<file path="config.mk">
export PLATFORM = sky130hd
export DESIGN_NAME = tank_sprite_draw_flat
export DESIGN_NICKNAME = d
export VERILOG_FILES = /design/src/rtl/tank_sprite_draw_if.sv /design/src/rtl/tank_sprite_draw.sv /design/src/flat_wrapper.sv
export SDC_FILE = /design/constraint.sdc
export NUM_CORES = 1
export LEC_CHECK = 0
export ABC_AREA = 0
export CORE_AREA = 2 2 121 123
export DETAILED_ROUTE_END_ITERATION = 8
export DIE_AREA = 0 0 123 125
export PLACE_DENSITY_LB_ADDON = 0.08
export RECOVER_POWER = 100
export SYNTH_ARGS = -nofsm -noshare
export SYNTH_HDL_FRONTEND = slang
export SYNTH_SLANG_ARGS = --single-unit
</file>
<file path="constraint.sdc">
create_clock -name clk -period 3.1 [get_ports clk]
set_input_delay 0.775 -clock clk [delete_from_list [all_inputs] [get_ports clk]]
set_output_delay 0.775 -clock clk [all_outputs]
set_load 0.005 [all_outputs]
</file>
<file path="src/rtl/tank_sprite_draw_if.sv">
// VGA pixel-stream bundle: coordinates, sync/blank timing and 12-bit colour.
// The producer of a stream uses the master modport; the consumer uses slave.
interface tank_sprite_draw_if;
    logic [10:0] hcount;
    logic [10:0] vcount;
    logic        hsync;
    logic        vsync;
    logic        hblnk;
    logic        vblnk;
    logic [11:0] rgb;

    modport master (
        output hcount, vcount, hsync, vsync, hblnk, vblnk, rgb
    );

    modport slave (
        input  hcount, vcount, hsync, vsync, hblnk, vblnk, rgb
    );
endinterface

</file>
<file path="src/rtl/tank_sprite_draw.sv">
// Overlays the tank sprite from a registered 48x64 image ROM onto a VGA stream.
// Three-stage pipeline keeps timing, counts and colour aligned with the ROM read.
module tank_sprite_draw #(
    parameter int          WIDTH       = 48,
    parameter int          HEIGHT      = 64,
    parameter logic [11:0] TRANSPARENT = 12'h000
) (
    input  logic                clk,
    input  logic                rst,
    tank_sprite_draw_if.slave   vin,
    tank_sprite_draw_if.master  vout,
    input  logic [10:0]         xpos,
    input  logic [10:0]         ypos,
    input  logic [11:0]         rom_rgb,
    output logic [11:0]         rom_address
);

    typedef struct packed {
        logic [10:0] hcount;
        logic [10:0] vcount;
        logic        hsync;
        logic        vsync;
        logic        hblnk;
        logic        vblnk;
        logic [11:0] rgb;
        logic        in_box;
    } stage_t;

    logic [10:0] x_lat, y_lat;
    logic        vblnk_prev;
    stage_t      d1, d2;

    logic [11:0] hc12, vc12, xl12, yl12;
    logic        in_box;
    logic [5:0]  rel_x, rel_y;

    // 12-bit compares so x_lat + WIDTH cannot wrap back onto the left edge.
    assign hc12   = {1'b0, vin.hcount};
    assign vc12   = {1'b0, vin.vcount};
    assign xl12   = {1'b0, x_lat};
    assign yl12   = {1'b0, y_lat};
    assign in_box = (hc12 >= xl12) && (hc12 < xl12 + 12'(WIDTH)) &&
                    (vc12 >= yl12) && (vc12 < yl12 + 12'(HEIGHT));
    assign rel_x  = hc12[5:0] - xl12[5:0];
    assign rel_y  = vc12[5:0] - yl12[5:0];

    // Position only moves on the rising edge of vertical blank to avoid tearing.
    always_ff @(posedge clk or negedge rst) begin
        if (!rst) begin
            x_lat      <= '0;
            y_lat      <= '0;
            vblnk_prev <= 1'b0;
        end else begin
            vblnk_prev <= vin.vblnk;
            if (vin.vblnk && !vblnk_prev) begin
                x_lat <= xpos;
                y_lat <= ypos;
            end
        end
    end

    // NOTE: non-blocking assignments make d1 -> d2 -> output a true shift
    // register; blocking ones would collapse the stages into a single cycle.
    always_ff @(posedge clk or negedge rst) begin
        if (!rst) begin
            rom_address <= '0;
            d1          <= '0;
            d2          <= '0;
        end else begin
            rom_address <= in_box ? {rel_y, rel_x} : 12'h000;
            d1          <= {vin.hcount, vin.vcount, vin.hsync, vin.vsync,
                            vin.hblnk, vin.vblnk, vin.rgb, in_box};
            d2          <= d1;
        end
    end

    // rom_rgb arrives here aligned with d2, one clock after rom_address.
    always_ff @(posedge clk or negedge rst) begin
        if (!rst) begin
            vout.hcount <= '0;
            vout.vcount <= '0;
            vout.hsync  <= 1'b0;
            vout.vsync  <= 1'b0;
            vout.hblnk  <= 1'b0;
            vout.vblnk  <= 1'b0;
            vout.rgb    <= '0;
        end else begin
            vout.hcount <= d2.hcount;
            vout.vcount <= d2.vcount;
            vout.hsync  <= d2.hsync;
            vout.vsync  <= d2.vsync;
            vout.hblnk  <= d2.hblnk;
            vout.vblnk  <= d2.vblnk;
            if (d2.hblnk || d2.vblnk)
                vout.rgb <= 12'h000;
            else if (d2.in_box && rom_rgb != TRANSPARENT)
                vout.rgb <= rom_rgb;
            else
                vout.rgb <= d2.rgb;
        end
    end

endmodule

</file>
<file path="src/flat_wrapper.sv">
// flat-port wrapper written by rule: the top's interface ports become plain ports
module tank_sprite_draw_flat 
#(
    parameter int          WIDTH       = 48,
    parameter int          HEIGHT      = 64,
    parameter logic [11:0] TRANSPARENT = 12'h000
)
  (clk, rst, xpos, ypos, rom_rgb, rom_address, vin_hcount, vin_vcount, vin_hsync, vin_vsync, vin_hblnk, vin_vblnk, vin_rgb, vout_hcount, vout_vcount, vout_hsync, vout_vsync, vout_hblnk, vout_vblnk, vout_rgb);
  tank_sprite_draw_if vin_i ();
  tank_sprite_draw_if vout_i ();
  input  logic clk;
  input  logic rst;
  input  logic [10:0] xpos;
  input  logic [10:0] ypos;
  input  logic [11:0] rom_rgb;
  output logic [11:0] rom_address;
  input wire logic [$bits(vin_i.hcount)-1:0] vin_hcount;
  input wire logic [$bits(vin_i.vcount)-1:0] vin_vcount;
  input wire logic [$bits(vin_i.hsync)-1:0] vin_hsync;
  input wire logic [$bits(vin_i.vsync)-1:0] vin_vsync;
  input wire logic [$bits(vin_i.hblnk)-1:0] vin_hblnk;
  input wire logic [$bits(vin_i.vblnk)-1:0] vin_vblnk;
  input wire logic [$bits(vin_i.rgb)-1:0] vin_rgb;
  output wire logic [$bits(vout_i.hcount)-1:0] vout_hcount;
  output wire logic [$bits(vout_i.vcount)-1:0] vout_vcount;
  output wire logic [$bits(vout_i.hsync)-1:0] vout_hsync;
  output wire logic [$bits(vout_i.vsync)-1:0] vout_vsync;
  output wire logic [$bits(vout_i.hblnk)-1:0] vout_hblnk;
  output wire logic [$bits(vout_i.vblnk)-1:0] vout_vblnk;
  output wire logic [$bits(vout_i.rgb)-1:0] vout_rgb;
  assign vin_i.hcount = vin_hcount;
  assign vin_i.vcount = vin_vcount;
  assign vin_i.hsync = vin_hsync;
  assign vin_i.vsync = vin_vsync;
  assign vin_i.hblnk = vin_hblnk;
  assign vin_i.vblnk = vin_vblnk;
  assign vin_i.rgb = vin_rgb;
  assign vout_hcount = vout_i.hcount;
  assign vout_vcount = vout_i.vcount;
  assign vout_hsync = vout_i.hsync;
  assign vout_vsync = vout_i.vsync;
  assign vout_hblnk = vout_i.hblnk;
  assign vout_vblnk = vout_i.vblnk;
  assign vout_rgb = vout_i.rgb;
  tank_sprite_draw #(.WIDTH(WIDTH), .HEIGHT(HEIGHT), .TRANSPARENT(TRANSPARENT)) u_core (.clk(clk), .rst(rst), .vin(vin_i), .vout(vout_i), .xpos(xpos), .ypos(ypos), .rom_rgb(rom_rgb), .rom_address(rom_address));
endmodule
</file>
==> results.toml <==
[route]
wl_met1_um = 4810
maxUsedRoutingLayer = "met4"
drt-total-wl_um = 11000
num_vias = 3508
wl_met3_um = 593
postRouteAntennaNets = 0
drcViolationCount = 0
drt_first_pass_iters = 4
drt-wirelength-per-cell_um = 14.6
vias_per_cell = 4.67
drtIter0Drc = 142
wl_met2_um = 5430

[critical_path]
startpoint = "vin_vcount[10]"
start_kind = "input pin"
worstSetupPathType = "input pin to register"
critPathRequiredTime_ns = 3.34
r2r_end = "u_core.rom_address[11]"
reg2reg_slack_ns = 0.46
worst-r2r-cell-count = 11
cp-end-kind = "register"
crit_fanout = 13
r2r_start = "u_core.x_lat[4]"
cp.arrival_ns = 3.08
endpoint = "u_core.rom_address[7]"

[finish]
area_growth_pct = 36.2
layout-drive-gt1-share_pct = 8.47
layout_commonest_cell = "dfrtp_1"
final_cell_mix = "dfrtp_1, dlygate4sd3_1, nand2_1"
diodes = 0
final_nets = 670

[synth]
yosysSeqAreaShare_pct = 68.1
ys.flop_type = "dfrtp_1"
syn_inst = 415
syn_nets = 527
synth_top_area_share_pct = 68.1
yosysWarnings = 0
ys_ff_latch = 150
async_reset_ff_share_pct = 100
yosys.area.top_type = "dfrtp_1"
netlist_area_um2 = 5510
synth.distinct_cells = 44
ys_top_cells_by_area = "dfrtp_1, ha_1, nand2_1"
synth_edf_count = 0
avgSynthCellArea_um2 = 13.3

[pwr]
p_leak_uw = 0.00342
power_uw = 4720
ir_drop_v = 0.000360
p_per_area_nw_per_um2 = 629

[status]
violations = "max-capacitance violations, max-slew violations"
status = "finished, violations left"

[sta]
finalSetupViolations = 0
fmax_ghz = 0.352
period_minus_slack_ns = 2.84
hold_ws_ns = 0.344
relSlewSlack_pct = -1.77
skew_ns = 0.0102
rsz0062_at_grt = "no"
hold_viol_final = 0
fin_crit_sh_pct = 91.7
worst_pin_slew_ns = 1.53
drv_slew = 66

[placement]
numPortBuffers = 123
post-dp-hpwl_um = 8040
place.gp.congestion = 0.739

[clock_tree]
numClockSinks = 150
cts.repair.resized = 0
numCtsBuffers = 17
clockRootBuffer = "clkbuf_16"
postCtsHoldBufs = 0
cts_max_path_buffers = 2
path_clk_slew_ns = 0.05
cts_tree = "done"
cts_post_setup_buffers_inserted = 0
clock_latency_ns = 0.41
h-tree-depth = 4

[die]
fp-row-count = 44
ios = 124
die-height_um = 125
coreArea_um2 = 14200
die_area_um2 = 15400
initial_core_util_pct = 38.8
fp.dieW_um = 123

[hold_path]
whs_path_depth = 0
hold_path_class = "register to register"

[global_routing]
track_usage_pct = 15.9
grt_pass1_wl_um = 18500
grt_max_degree = 66
antenna_found_initial = 0
gr-total-overflow = 0
first_global_vias = 3757

[run]
maxCapViolCount = 1
## metrics by stage
stage / setup TNS (ns) / setup slack (ns) / utilization (%) / cells / cell area (um2)
6_report: 0 / 0.256 / 52.8 / 751 / 7510
5_1_grt: 0 / 0.0829 / 52.8 / 751 / 7510
4_1_cts: 0 / 0.358 / 53.1 / 751 / 7540
3_5_place_dp: -0.459 / -0.0890 / 49.4 / 723 / 7020
3_3_place_gp: -0.0879 / -0.0367 / 49.4 / 723 / 7020
2_1_floorplan: 0 / 0.683 / - / 415 / 5510
## synth_stat cells, drive strengths merged, types with 4 or more instances
cell type  number
a211oi          4
dfrtp         150
clkbuf          7
nand3           7
nor3           11
nor2           10
a21oi          25
nand2          52
o21a            4
ha             36
xnor2          11
nor4            5
inv            28
nand4           5
o21ai          29
## cell families after synthesis
group,count (synthesis),synth area share [%]
mux,4,0.772
flops,150,68.1
fa+ha+maj,38,8.90
buf+inv,38,2.88
compound gates,74,8.81
simple gates,99,8.61
xor+xnor,12,1.91
## layout make-up
class	count	area, um2
multi-input combinational	227	1600
sequential	150	3750
clock buffer	23	468
fill	1257	6700
inverter	28	105
timing repair buffer	134	1300
tap	184	230
clock inverter	5	52.6
## worst max-delay path, stage by stage
cell,delay [ns]
dlygate4sd3_1,0.58
clkbuf_4,0.15
ha_1,0.28
nand2_1,0.06
o21ai_0,0.33
o32ai_1,0.22
o32ai_2,0.56
nor3_1,0.11
## registers in the layout, summed over array words and instances (netlist names), 11 cells and up
signal	flops
u_core.y_lat	11
u_core.vout.rgb	12
u_core.d1	38
u_core.d2	39
u_core.vout.hcount	11
u_core.vout.vcount	11
u_core.rom_address	12
u_core.x_lat	11
## where the power goes
group	switching [uW]	internal [uW]
Combinational	388	346
Clock	712	1120
Sequential	54.3	2100
Total	1150	3560
## worst min path at each step
stage	startpoint	to	slack, ns
after detailed placement	u_core.d1[19]	u_core.d2[19]	0.33
after floorplan	u_core.d1[0]	u_core.d2[0]	0.33
after global routing	u_core.d2[28]	u_core.vout.hcount[0]	0.35
final	u_core.d1[2]	u_core.d2[2]	0.34
after global placement	u_core.d1[2]	u_core.d2[2]	0.33
after CTS	u_core.d2[32]	u_core.vout.hcount[4]	0.34
## routing by layer
layer	track usage (%)	vias to the layer above
met4	5.41	0
met2	26.6	88
met3	4.84	13
met5	0	-
li1	-	1696
met1	19.6	1711
Power figures use the tool's default switching activity.
